## src/rtl/pong_pkg.sv

```systemverilog
// Select codes shared with the pong core, and the reader FSM state encoding.
package pong_pkg;

    localparam logic [1:0] SEL_BALL_X    = 2'd0;
    localparam logic [1:0] SEL_BALL_Y    = 2'd1;
    localparam logic [1:0] SEL_LEFT_PAD  = 2'd2;
    localparam logic [1:0] SEL_RIGHT_PAD = 2'd3;

    typedef enum logic [1:0] {
        IDLE   = 2'd0,
        SLOT   = 2'd1,
        COMMIT = 2'd2
    } state_t;

endpackage

```

## src/rtl/pong_state_reader_if.sv

```systemverilog
// Reader <-> core/consumer signal bundle; master is the reader, slave is its environment.
interface pong_state_reader_if #(
    parameter int DATA_W = 8
);
    logic              enable;
    logic [1:0]        sel_out;
    logic [DATA_W-1:0] data_in;
    logic [DATA_W-1:0] ball_x;
    logic [DATA_W-1:0] ball_y;
    logic [DATA_W-1:0] left_paddle_y;
    logic [DATA_W-1:0] right_paddle_y;
    logic              frame_valid;
    logic              frame_ready;
    logic              overrun;
    logic [7:0]        frame_count;
    logic              busy;

    modport master (
        input  enable, data_in, frame_ready,
        output sel_out, ball_x, ball_y, left_paddle_y, right_paddle_y,
               frame_valid, overrun, frame_count, busy
    );

    modport slave (
        output enable, data_in, frame_ready,
        input  sel_out, ball_x, ball_y, left_paddle_y, right_paddle_y,
               frame_valid, overrun, frame_count, busy
    );

endinterface

```

## src/rtl/pong_settle_timer.sv

```systemverilog
// Per-slot settle counter: done_o flags the cycle where timer == SETTLE_CYCLES.
// One register stage; load_i wins over count_i, no backpressure.
module pong_settle_timer #(
    parameter int SETTLE_CYCLES = 2
) (
    input  logic clk,
    input  logic reset,
    input  logic load_i,
    input  logic count_i,
    output logic done_o
);

    logic [3:0] timer_q;
    logic [3:0] timer_d;

    always_comb begin
        timer_d = timer_q;
        if (load_i) begin
            timer_d = '0;
        end else if (count_i) begin
            timer_d = timer_q + 4'd1;
        end
    end

    always_ff @(posedge clk) begin
        if (reset) begin
            timer_q <= '0;
        end else begin
            timer_q <= timer_d;
        end
    end

    assign done_o = (timer_q == 4'(SETTLE_CYCLES));

endmodule

```

## src/rtl/pong_state_reader.sv

```systemverilog
// Scans the core's four state slots into a shadow frame and presents it on a valid/ready port.
// Frame latency 4*(SETTLE_CYCLES+1)+1 cycles; a frame finishing while the previous is unaccepted is dropped.
module pong_state_reader
    import pong_pkg::*;
#(
    parameter int DATA_W        = 8,
    parameter int SETTLE_CYCLES = 2
) (
    input  logic                 clk,
    input  logic                 reset,
    pong_state_reader_if.master  bus
);

    state_t            state_q, state_d;
    logic [1:0]        slot_q, slot_d;
    logic [DATA_W-1:0] shadow_q [4];
    logic [DATA_W-1:0] frame_q  [4];
    logic              frame_valid_q, frame_valid_d;
    logic              overrun_q, overrun_d;
    logic [7:0]        frame_count_q, frame_count_d;

    logic timer_load;
    logic timer_count;
    logic timer_done;
    logic shadow_we;
    logic commit;
    logic accept;
    logic load_frame;

    pong_settle_timer #(
        .SETTLE_CYCLES (SETTLE_CYCLES)
    ) u_settle_timer (
        .clk     (clk),
        .reset   (reset),
        .load_i  (timer_load),
        .count_i (timer_count),
        .done_o  (timer_done)
    );

    // enable is only looked at in IDLE and COMMIT, so a started frame always completes
    always_comb begin
        state_d     = state_q;
        slot_d      = slot_q;
        timer_load  = 1'b1;
        timer_count = 1'b0;
        shadow_we   = 1'b0;
        commit      = 1'b0;
        unique case (state_q)
            IDLE: begin
                if (bus.enable) begin
                    state_d = SLOT;
                    slot_d  = SEL_BALL_X;
                end
            end
            SLOT: begin
                timer_load  = 1'b0;
                timer_count = 1'b1;
                if (timer_done) begin
                    shadow_we  = 1'b1;
                    timer_load = 1'b1;
                    if (slot_q == SEL_RIGHT_PAD) begin
                        state_d = COMMIT;
                    end else begin
                        slot_d = slot_q + 2'd1;
                    end
                end
            end
            COMMIT: begin
                commit = 1'b1;
                if (bus.enable) begin
                    state_d = SLOT;
                    slot_d  = SEL_BALL_X;
                end else begin
                    state_d = IDLE;
                end
            end
            default: state_d = IDLE;
        endcase
    end

    // A commit may replace a frame only if the slot is empty or being accepted this cycle
    always_comb begin
        accept        = frame_valid_q && bus.frame_ready;
        load_frame    = commit && (!frame_valid_q || bus.frame_ready);
        frame_valid_d = load_frame || (frame_valid_q && !accept);
        overrun_d     = commit && !load_frame;
        frame_count_d = load_frame ? frame_count_q + 8'd1 : frame_count_q;
    end

    always_ff @(posedge clk) begin
        if (reset) begin
            state_q       <= IDLE;
            slot_q        <= SEL_BALL_X;
            frame_valid_q <= 1'b0;
            overrun_q     <= 1'b0;
            frame_count_q <= '0;
            for (int i = 0; i < 4; i++) begin
                shadow_q[i] <= '0;
                frame_q[i]  <= '0;
            end
        end else begin
            state_q       <= state_d;
            slot_q        <= slot_d;
            frame_valid_q <= frame_valid_d;
            overrun_q     <= overrun_d;
            frame_count_q <= frame_count_d;
            if (shadow_we) begin
                shadow_q[slot_q] <= bus.data_in;
            end
            if (load_frame) begin
                frame_q <= shadow_q;
            end
        end
    end

    assign bus.sel_out        = slot_q;
    assign bus.ball_x         = frame_q[SEL_BALL_X];
    assign bus.ball_y         = frame_q[SEL_BALL_Y];
    assign bus.left_paddle_y  = frame_q[SEL_LEFT_PAD];
    assign bus.right_paddle_y = frame_q[SEL_RIGHT_PAD];
    assign bus.frame_valid    = frame_valid_q;
    assign bus.overrun        = overrun_q;
    assign bus.frame_count    = frame_count_q;
    assign bus.busy           = (state_q != IDLE);

endmodule
```

## src/flat_wrapper.sv

```systemverilog
// flat-port wrapper written by rule: the top's interface ports become plain ports
module pong_state_reader_flat import pong_pkg::*;
#(
    parameter int DATA_W        = 8,
    parameter int SETTLE_CYCLES = 2
)
  (clk, reset, bus_enable, bus_data_in, bus_frame_ready, bus_sel_out, bus_ball_x, bus_ball_y, bus_left_paddle_y, bus_right_paddle_y, bus_frame_valid, bus_overrun, bus_frame_count, bus_busy);
  pong_state_reader_if #(.DATA_W(DATA_W)) bus_i ();
  input  logic clk;
  input  logic reset;
  input wire logic [$bits(bus_i.enable)-1:0] bus_enable;
  input wire logic [$bits(bus_i.data_in)-1:0] bus_data_in;
  input wire logic [$bits(bus_i.frame_ready)-1:0] bus_frame_ready;
  output wire logic [$bits(bus_i.sel_out)-1:0] bus_sel_out;
  output wire logic [$bits(bus_i.ball_x)-1:0] bus_ball_x;
  output wire logic [$bits(bus_i.ball_y)-1:0] bus_ball_y;
  output wire logic [$bits(bus_i.left_paddle_y)-1:0] bus_left_paddle_y;
  output wire logic [$bits(bus_i.right_paddle_y)-1:0] bus_right_paddle_y;
  output wire logic [$bits(bus_i.frame_valid)-1:0] bus_frame_valid;
  output wire logic [$bits(bus_i.overrun)-1:0] bus_overrun;
  output wire logic [$bits(bus_i.frame_count)-1:0] bus_frame_count;
  output wire logic [$bits(bus_i.busy)-1:0] bus_busy;
  assign bus_i.enable = bus_enable;
  assign bus_i.data_in = bus_data_in;
  assign bus_i.frame_ready = bus_frame_ready;
  assign bus_sel_out = bus_i.sel_out;
  assign bus_ball_x = bus_i.ball_x;
  assign bus_ball_y = bus_i.ball_y;
  assign bus_left_paddle_y = bus_i.left_paddle_y;
  assign bus_right_paddle_y = bus_i.right_paddle_y;
  assign bus_frame_valid = bus_i.frame_valid;
  assign bus_overrun = bus_i.overrun;
  assign bus_frame_count = bus_i.frame_count;
  assign bus_busy = bus_i.busy;
  pong_state_reader #(.DATA_W(DATA_W), .SETTLE_CYCLES(SETTLE_CYCLES)) u_core (.clk(clk), .reset(reset), .bus(bus_i));
endmodule
```

## config.mk

```make
export PLATFORM = sky130hd
export DESIGN_NAME = pong_state_reader_flat
export DESIGN_NICKNAME = d
export VERILOG_FILES = /design/src/rtl/pong_pkg.sv /design/src/rtl/pong_state_reader_if.sv /design/src/rtl/pong_settle_timer.sv /design/src/rtl/pong_state_reader.sv /design/src/flat_wrapper.sv
export SDC_FILE = /design/constraint.sdc
export NUM_CORES = 1
export LEC_CHECK = 0
export ABC_AREA = 0
export BUFFER_PORTS_ARGS = -buffer_cell sky130_fd_sc_hd__clkbuf_2
export CAP_MARGIN = 20
export CORE_ASPECT_RATIO = 1.75
export CORE_UTILIZATION = 29
export CTS_BUF_LIST = sky130_fd_sc_hd__clkbuf_4
export CTS_CLUSTER_SIZE = 14
export DETAILED_ROUTE_END_ITERATION = 10
export PLACE_DENSITY_LB_ADDON = 0.08
export SLEW_MARGIN = 15
export SYNTH_ARGS = -nofsm -noshare
export SYNTH_HDL_FRONTEND = slang
export SYNTH_SLANG_ARGS = --single-unit
export TNS_END_PERCENT = 5
```

## constraint.sdc

```tcl
create_clock -name clk -period 3.3 [get_ports clk]
set_input_delay 0.33 -clock clk [delete_from_list [all_inputs] [get_ports clk]]
set_output_delay 0.33 -clock clk [all_outputs]
set_load 0.02 [all_outputs]
```

==> flow_summary.yaml, run 1 <==
run_status:
  status: "finished clean"
finish:
  fill_cells: 1117
  final_common_cell: "dfxtp_1"
  area_delta_synth_final_pct: 17.2
  nets: 410
  drive_gt1_frac: 0.197
  layout_common_cells: "dfxtp_1 (82), nand2_1 (71), clkbuf_2 (56)"
cts:
  cts_tree: "yes"
  postCtsHoldBufs: 0
  clkTransAtPathRegs_ns: 0.13
  cts_root_buf: "clkbuf_4"
  cts.sinks: 82
  cts_setup_buffers: 0
  cts.path.max_buffers: 2
  cts_buffers: 9
  h-tree-depth: 3
  worstSkewPairLatency_ns: 0.43
  cts-resized-gates: 0
yosys:
  synth_nets: 360
  synth_compound_area_frac: 0.0650
  synth_xor_area_frac: 0.0226
  yosysTopAreaCell: "dfxtp_1"
  avgSynthCellArea_um2: 9.09
  synth_fa_ha_area_frac: 0.0282
  synth_edf_count: 0
  synth_top_family_by_area: "simple AND/OR/NAND/NOR gates"
  async_flop_share: 0
  synth-simple-area-share: 0.211
  syn_area_um2: 3100
  yosysTopAreaCellShare: 0.529
  yosys-mux-area-fraction: 0.110
  ys_ff_latch: 82
  yosysSeqAreaShare: 0.529
  yosysWarnings: 0
  synth_flop_cell: "dfxtp_1"
  synth_cell_types: 32
  synthesis.instances: 341
  synth.area.top_cells: "dfxtp_1 (53%), mux2i_1 (11%), nand2_1 (8.6%)"
grt:
  grt_pass1_vias: 2325
  antenna_found_initial: 1
  grt.total_usage: 0.144
  grt_max_degree: 65
  grt_pass1_wl_um: 12000
  gr-total-overflow: 0
floorplanning:
  rows: 49
  start_util: 0.299
  die_w_um: 80.2
  pin_count: 57
  coreArea_um2: 10400
  dieHeight_um: 139
  dieArea_um2: 11100
setup_path:
  cp-start-kind: "register"
  cp_slowest_cell: "nand3b_1"
  crit_type: "reg2reg"
  cp-end-kind: "register"
  path_cells: "inv_1 -> ha_1 -> and4bb_2 -> nand3b_1 -> mux2i_1 -> nor2_1"
  slowest_delay_ns: 0.52
  cp_data_arrival_time_ns: 2.18
  required_ns: 3.59
  worstSetupStartpoint: "u_core.u_settle_timer.timer_q[0]$_SDFFE_PP0N_"
  timing.rr.start: "u_core.u_settle_timer.timer_q[0]$_SDFFE_PP0N_"
  cp.buffers_inverters: 1
  path_delay_family: "simple AND/OR/NAND/NOR gates"
  rrSetupSlack_ns: 1.41
  crit_path_max_fanout: 9
detailed_routing:
  first_iter_violations: 69
  remaining_drc_errors: 0
  routed_wirelength_um: 7370
  antenna_left: 0
  vias: 2392
  wl_per_cell_um: 14.1
  vias_per_cell: 4.56
  drtPass1Iterations: 4
flow_run:
  maxCapViolations: 0
min_path:
  min_from: "bus_data_in[7]"
  hold_class: "in2reg"
placement:
  pre_cts_slack_ns: 1.40
  hpwl_um: 4950
  gp_congestion: 0.708
  io_buffers: 56
timing:
  period_minus_slack_ns: 1.89
  maxSlewViolCount: 0
  final_hold_viol_count: 0
  max_freq_mhz: 530
  finalSetupViolCount: 0
  slew_headroom: 0.511
  fin_ws_ns: 1.41
  grt_setup_unrepaired: "no"
  fin_crit_sh: 0.571
  worst_slew_pin_slew_ns: 0.731
  setup-tns-final_ns: 0
  finClkSkew_ns: 0.0157
pwr:
  p_per_area_nw_per_um2: 473
  finalPower_w: 0.00172
  ir_drop_mv: 0.219
  leakage_nw: 1.62
-- metal layers --
layer / vias up / share of wire / global-route usage
met5: - / 0 / 0
met4: 0 / 0.015 / 0.0592
met3: 8 / 0.035 / 0.0362
met2: 49 / 0.50 / 0.242
met1: 1114 / 0.45 / 0.171
li1: 1221 / - / -
-- cells in the mapped netlist, types with 2 or more instances --
cell type	count
a21oi_1	35
and2b_1	2
buf_2	4
clkbuf_1	14
dfxtp_1	82
ha_1	7
inv_1	4
mux2i_1	33
nand2_1	71
nand2b_1	2
nand3_1	4
nand3b_1	4
nor2_1	47
nor2b_1	3
nor3_1	4
nor3b_1	2
nor4_1	2
xnor2_1	5
xor2_1	3
-- state kept, by name (all words and copies together) (netlist names) --
signal,count
u_core.bus.left_paddle_y,8
u_core.state_q,2
u_core.shadow_q,32
u_core.bus.frame_valid,1
u_core.bus.right_paddle_y,8
u_core.bus.sel_out,2
u_core.u_settle_timer.timer_q,4
u_core.bus.overrun,1
u_core.bus.ball_y,8
u_core.bus.frame_count,8
u_core.bus.ball_x,8
-- per-stage QoR --
step	cell area (µm²)	std cells	utilization	hold slack (ns)
2_1_floorplan	3100	341	-	0.430
3_3_place_gp	3470	507	0.335	0.439
3_5_place_dp	3470	507	0.335	0.444
4_1_cts	3630	523	0.350	0.170
5_1_grt	3630	524	0.351	0.180
6_report	3630	524	0.351	0.205
-- worst reg2reg max path, stage by stage, from the launching register on --
cell      delay, ns
dfxtp_1        0.36
inv_1          0.06
ha_1           0.15
and4bb_2       0.28
nand3b_1       0.52
mux2i_1        0.33
nor2_1         0.06
-- logic make-up (layout without fill, tap and decap cells) --
group	count (synthesis)	count (layout)
simple gates	148	148
flops	82	82
compound gates	38	38
mux	34	34
buf+inv	24	79
xor+xnor	8	8
fa+ha+maj	7	7
other cells	0	1
-- worst paths after layout --
| check | end | cells past startpoint |
|---|---|---|
| setup reg to reg | u_core.shadow_q[3]$_SDFFE_PP0P_ | 6 |
| hold / removal | u_core.shadow_q[23]$_SDFFE_PP0P_ | 3 |
| hold reg to reg | u_core.bus.ball_y[3]$_SDFFE_PP0P_ | 2 |
| setup / recovery | u_core.shadow_q[3]$_SDFFE_PP0P_ | 6 |
-- cell type report --
type / instances / area, µm² / area share
Sequential cell: 82 / 1640 / 0.452
Clock buffer: 10 / 75.1 / 0.0207
Multi-Input combinational cell: 235 / 1360 / 0.373
Clock inverter: 6 / 81.3 / 0.0224
Timing Repair Buffer: 59 / 303 / 0.0833
Inverter: 4 / 15.0 / 0.00413
Antenna cell: 1 / 2.50 / 0.000689
Tap cell: 127 / 159 / 0.0437
-- report_power, final --
part	internal [W]	total, W	switching [W]
clock network	0.000311	0.000664	0.000353
logic	0.0000187	0.0000575	0.0000388
registers	0.000993	0.000998	0.00000506
total	0.00132	0.00172	0.000397
Note: power is estimated with default switching activity, not from simulation.
==> run 2: changes to the inputs <==
==> constraint.sdc (replaced) <==
create_clock -name clk -period 1.69 [get_ports clk]
set_input_delay 0.169 -clock clk [delete_from_list [all_inputs] [get_ports clk]]
set_output_delay 0.169 -clock clk [all_outputs]
set_load 0.02 [all_outputs]
==> flow_summary.yaml, run 2 (synthesis results as in run 1) <==
placement:
  gp_congestion: 0.740
  pre_cts_slack_ns: 0.140
  hpwl_um: 5240
  io_buffers: 56
floorplanning:
  rows: 49
  dieArea_um2: 11100
  pin_count: 57
  die_w_um: 80.2
  dieHeight_um: 139
  coreArea_um2: 10400
  start_util: 0.299
detailed_routing:
  antenna_left: 0
  vias_per_cell: 4.56
  first_iter_violations: 65
  remaining_drc_errors: 0
  drtPass1Iterations: 4
  routed_wirelength_um: 7480
  wl_per_cell_um: 14.0
  vias: 2435
pwr:
  finalPower_w: 0.00319
  leakage_nw: 1.68
  ir_drop_mv: 0.476
  p_per_area_nw_per_um2: 854
timing:
  finalSetupViolCount: 0
  period_minus_slack_ns: 1.53
  max_freq_mhz: 655
  fin_crit_sh: 0.904
  holdWs_ns: 0.0339
  fin_ws_ns: 0.163
  maxSlewViolCount: 0
  worst_slew_pin_slew_ns: 0.559
  grt_setup_unrepaired: "no"
  finClkSkew_ns: 0.0147
  setup-tns-final_ns: 0
  slew_headroom: 0.627
  final_hold_viol_count: 0
finish:
  fill_cells: 1100
  largest_register_ffs: 32
  drive_gt1_frac: 0.219
  area_delta_synth_final_pct: 20.5
  nets: 421
  final_common_cell: "dfxtp_1"
  post-route-util: 0.361
  regMostFlops: "u_core.shadow_q"
  layout_common_cells: "dfxtp_1 (81), nand2_1 (71), clkbuf_2 (56)"
flow_run:
  maxCapViolations: 0
cts:
  h-tree-depth: 3
  cts_root_buf: "clkbuf_4"
  worstSkewPairLatency_ns: 0.44
  clkTransAtPathRegs_ns: 0.13
  cts.path.max_buffers: 2
  postCtsHoldBufs: 0
  cts_buffers: 9
  cts.sinks: 82
  cts_tree: "yes"
  cts_setup_buffers: 0
  cts-resized-gates: 0
setup_path:
  crit_type: "reg2reg"
  crit_path_max_fanout: 8
  cp-end-kind: "register"
  required_ns: 2.02
  cp-start-kind: "register"
  cp_data_arrival_time_ns: 1.86
grt:
  grt_pass1_wl_um: 11800
  gr-total-overflow: 0
  antenna_found_initial: 1
  grt_max_degree: 35
  grt.total_usage: 0.142
  grt_pass1_vias: 2347
run_status:
  status: "finished clean"
min_path:
  hold_class: "in2reg"
## run 2: cell count changes in the layout (fill, tap and decap cells not counted), sizes merged
| cell | before | now |
|---|---|---|
| buf | 3 | 14 |
| bufinv | 2 | 1 |
| clkbuf | 66 | 67 |
| clkinvlp | 1 | 0 |
## run 2: layout make-up
| class | instances | area, µm² | share of cell area |
|---|---|---|---|
| timing repair buffer | 70 | 435 | 0.117 |
| multi-input combinational | 235 | 1360 | 0.363 |
| clock inverter | 4 | 43.8 | 0.0117 |
| tap | 127 | 159 | 0.0425 |
| inverter | 4 | 15.0 | 0.00402 |
| antenna | 1 | 2.50 | 0.000670 |
| clock buffer | 11 | 82.6 | 0.0221 |
| sequential | 82 | 1640 | 0.440 |
## run 2: metrics by stage
| stage | cell area (µm²) | instances |
|---|---|---|
| after floorplan | 3100 | 341 |
| after global placement | 3610 | 518 |
| after detailed placement | 3610 | 518 |
| after CTS | 3730 | 533 |
| after global routing | 3740 | 534 |
| final | 3740 | 534 |
## run 2: metal layers
| layer | track usage | up-vias | wire (µm) |
|---|---|---|---|
| met5 | 0 | - | 0 |
| met4 | 0.0648 | 0 | 127 |
| met3 | 0.0368 | 10 | 243 |
| met2 | 0.244 | 45 | 3840 |
| met1 | 0.160 | 1130 | 3280 |
| li1 | - | 1250 | - |
## run 2: worst paths after layout
check / cells after the start / slack [ns] / from / endpoint
max reg2reg: 7 / 0.16 / u_core.u_settle_timer.timer_q[0]$_SDFFE_PP0N_ / u_core.shadow_q[9]$_SDFFE_PP0P_
min: 2 / 0.03 / reset / u_core.bus.left_paddle_y[7]$_SDFFE_PP0P_
max: 7 / 0.16 / u_core.u_settle_timer.timer_q[0]$_SDFFE_PP0N_ / u_core.shadow_q[9]$_SDFFE_PP0P_
min reg2reg: 1 / 0.44 / u_core.u_settle_timer.timer_q[0]$_SDFFE_PP0N_ / u_core.u_settle_timer.timer_q[0]$_SDFFE_PP0N_
## run 2: report_power, final
part           internal (W)  total (W)  switching (W)
sequential          0.00194    0.00195     0.00000861
clock              0.000468    0.00112       0.000656
combinational     0.0000421   0.000120      0.0000783
total               0.00245    0.00319       0.000743
## run 2: worst max-delay path, cell delays in order, from the launching register on
cell and delay (ns):
dfxtp_2 0.37, inv_1 0.04, ha_1 0.20, and4bb_2 0.25, nand3b_1 0.15, buf_12 0.16
mux2i_1 0.19, nor2_1 0.06
==> run 3: changes to the inputs <==
--- a/config.mk
+++ b/config.mk
@@ -13,8 +13,7 @@
 export CTS_BUF_LIST = sky130_fd_sc_hd__clkbuf_4
 export CTS_CLUSTER_SIZE = 14
 export DETAILED_ROUTE_END_ITERATION = 10
-export PLACE_DENSITY_LB_ADDON = 0.08
-export SLEW_MARGIN = 15
+export SLEW_MARGIN = 20
 export SYNTH_ARGS = -nofsm -noshare
 export SYNTH_HDL_FRONTEND = slang
 export SYNTH_SLANG_ARGS = --single-unit
==> flow_summary.yaml, run 3 (synthesis results as in run 1) <==
setup_path:
  crit_type: "reg2reg"
  reg2reg_to: "u_core.bus.sel_out[1]$_SDFFE_PP0P_"
  crit_path_max_fanout: 6
  cp-end-kind: "register"
  required_ns: 2.05
  timing.rr.start: "u_core.bus.sel_out[0]$_SDFFE_PP0P_"
  cp_slowest_cell: "dfxtp_1"
  cp_data_arrival_time_ns: 1.91
  r2r_cells: 5
  cp-start-kind: "register"
  path_cells: "ha_1 -> nor3b_1 -> o22ai_2 -> mux2_2 -> nor2_1"
  slowest_delay_ns: 0.39
  rrSetupSlack_ns: 0.15
timing:
  period_minus_slack_ns: 1.54
  max_freq_mhz: 648
  worst_slew_pin_slew_ns: 0.523
  fin_ws_ns: 0.146
  setup-tns-final_ns: 0
  final_hold_viol_count: 0
  fin_crit_sh: 0.914
  slew_headroom: 0.651
  maxSlewViolCount: 0
  holdWs_ns: 0.0674
  finalSetupViolCount: 0
  finClkSkew_ns: 0.0108
  grt_setup_unrepaired: "no"
grt:
  grtUsageMet2: 0.231
  grt_pass1_vias: 2384
  top_usage_layer: "met2"
  grt_max_degree: 35
  grtUsageMet1: 0.158
  grt_pass1_wl_um: 11500
  use_met3: 0.0342
  gr-total-overflow: 0
  grt.total_usage: 0.136
  antenna_found_initial: 1
placement:
  hpwl_um: 5060
  gp_congestion: 0.796
  pre_cts_slack_ns: 0.112
  dp.cells: 516
  io_buffers: 56
finish:
  area_delta_synth_final_pct: 20.5
  drive_gt1_frac: 0.217
  nets: 419
  fin_cells: 533
  final_common_cell: "dfxtp_1"
  layout_common_cells: "dfxtp_1 (81), nand2_1 (71), clkbuf_2 (56)"
  regMostFlops: "u_core.shadow_q"
  largest_register_ffs: 32
floorplanning:
  rows: 49
  start_util: 0.299
  pin_count: 57
  dieArea_um2: 11100
  die_w_um: 80.2
  coreArea_um2: 10400
  dieHeight_um: 139
cts:
  h-tree-depth: 3
  cts-resized-gates: 0
  worstSkewPairLatency_ns: 0.42
  clkTransAtPathRegs_ns: 0.12
  cts_root_buf: "clkbuf_4"
  cts_setup_buffers: 0
  cts_tree: "yes"
  cts_buffers: 9
  postCtsHoldBufs: 0
  cts.path.max_buffers: 2
  cts.sinks: 82
detailed_routing:
  antenna_left: 0
  wl_per_cell_um: 12.9
  remaining_drc_errors: 0
  drtPass1Iterations: 4
  first_iter_violations: 56
  vias_per_cell: 4.53
  routed_wirelength_um: 6890
  vias: 2413
min_path:
  hold_class: "in2reg"
  min_from: "reset"
  whs_path_depth: 2
  hold_path_end: "u_core.bus.frame_count[6]$_SDFFE_PP0P_"
run_status:
  status: "finished clean"
pwr:
  p_per_area_nw_per_um2: 798
  leakage_nw: 1.68
  ir_drop_mv: 0.359
flow_run:
  maxCapViolations: 0
[run 3: how the worst max path moves through the flow]
| stage | from | end | slack (ns) | depth (start not counted) |
|---|---|---|---|---|
| 6_report | u_core.bus.sel_out[0]$_SDFFE_PP0P_ | u_core.bus.sel_out[1]$_SDFFE_PP0P_ | 0.15 | 5 |
| 5_1_grt | u_core.u_settle_timer.timer_q[0]$_SDFFE_PP0N_ | u_core.shadow_q[3]$_SDFFE_PP0P_ | 0.02 | 7 |
| 4_1_cts | u_core.u_settle_timer.timer_q[0]$_SDFFE_PP0N_ | u_core.bus.sel_out[1]$_SDFFE_PP0P_ | 0.08 | 6 |
| 3_5_place_dp | u_core.u_settle_timer.timer_q[0]$_SDFFE_PP0N_ | u_core.bus.sel_out[1]$_SDFFE_PP0P_ | 0.11 | 6 |
| 3_3_place_gp | u_core.u_settle_timer.timer_q[0]$_SDFFE_PP0N_ | u_core.bus.sel_out[1]$_SDFFE_PP0P_ | 0.16 | 6 |
| 2_1_floorplan | u_core.u_settle_timer.timer_q[0]$_SDFFE_PP0N_ | u_core.shadow_q[0]$_SDFFE_PP0P_ | 0.22 | 7 |
[run 3: layout make-up]
type | count | area, µm²
clock buffer | 9 | 67.6
sequential | 82 | 1640
inverter | 4 | 15.0
timing repair buffer | 68 | 445
antenna | 1 | 2.50
tap | 127 | 159
fill | 1083 | 6630
clock inverter | 7 | 36.3
multi-input combinational | 235 | 1370
[run 3: critical path, delay by kind of cell, from the launching register on]
kind            cells  cell delay (ns)
compound gates      1             0.15
mux                 1             0.29
flops               1             0.39
fa+ha+maj           1             0.24
simple gates        2             0.42
[run 3: metal layers]
layer / up-vias / share of wire
li1: 1237 / -
met1: 1118 / 0.41
met2: 50 / 0.53
met3: 8 / 0.039
met4: 0 / 0.019
met5: - / 0
[run 3: power by group]
part / switching [W] / internal, W / total [W]
combinational: 0.0000767 / 0.0000419 / 0.000119
sequential: 0.00000935 / 0.00194 / 0.00195
clock: 0.000633 / 0.000282 / 0.000915
total: 0.000719 / 0.00226 / 0.00298
[run 3: through the flow]
step                area [µm²]  power, W   util
finish                    3740   0.00298  0.361
global route              3740   0.00313  0.361
CTS                       3720   0.00304  0.359
detailed placement        3620   0.00211  0.349
global placement          3620   0.00211  0.349
floorplan                 3100   0.00206      -
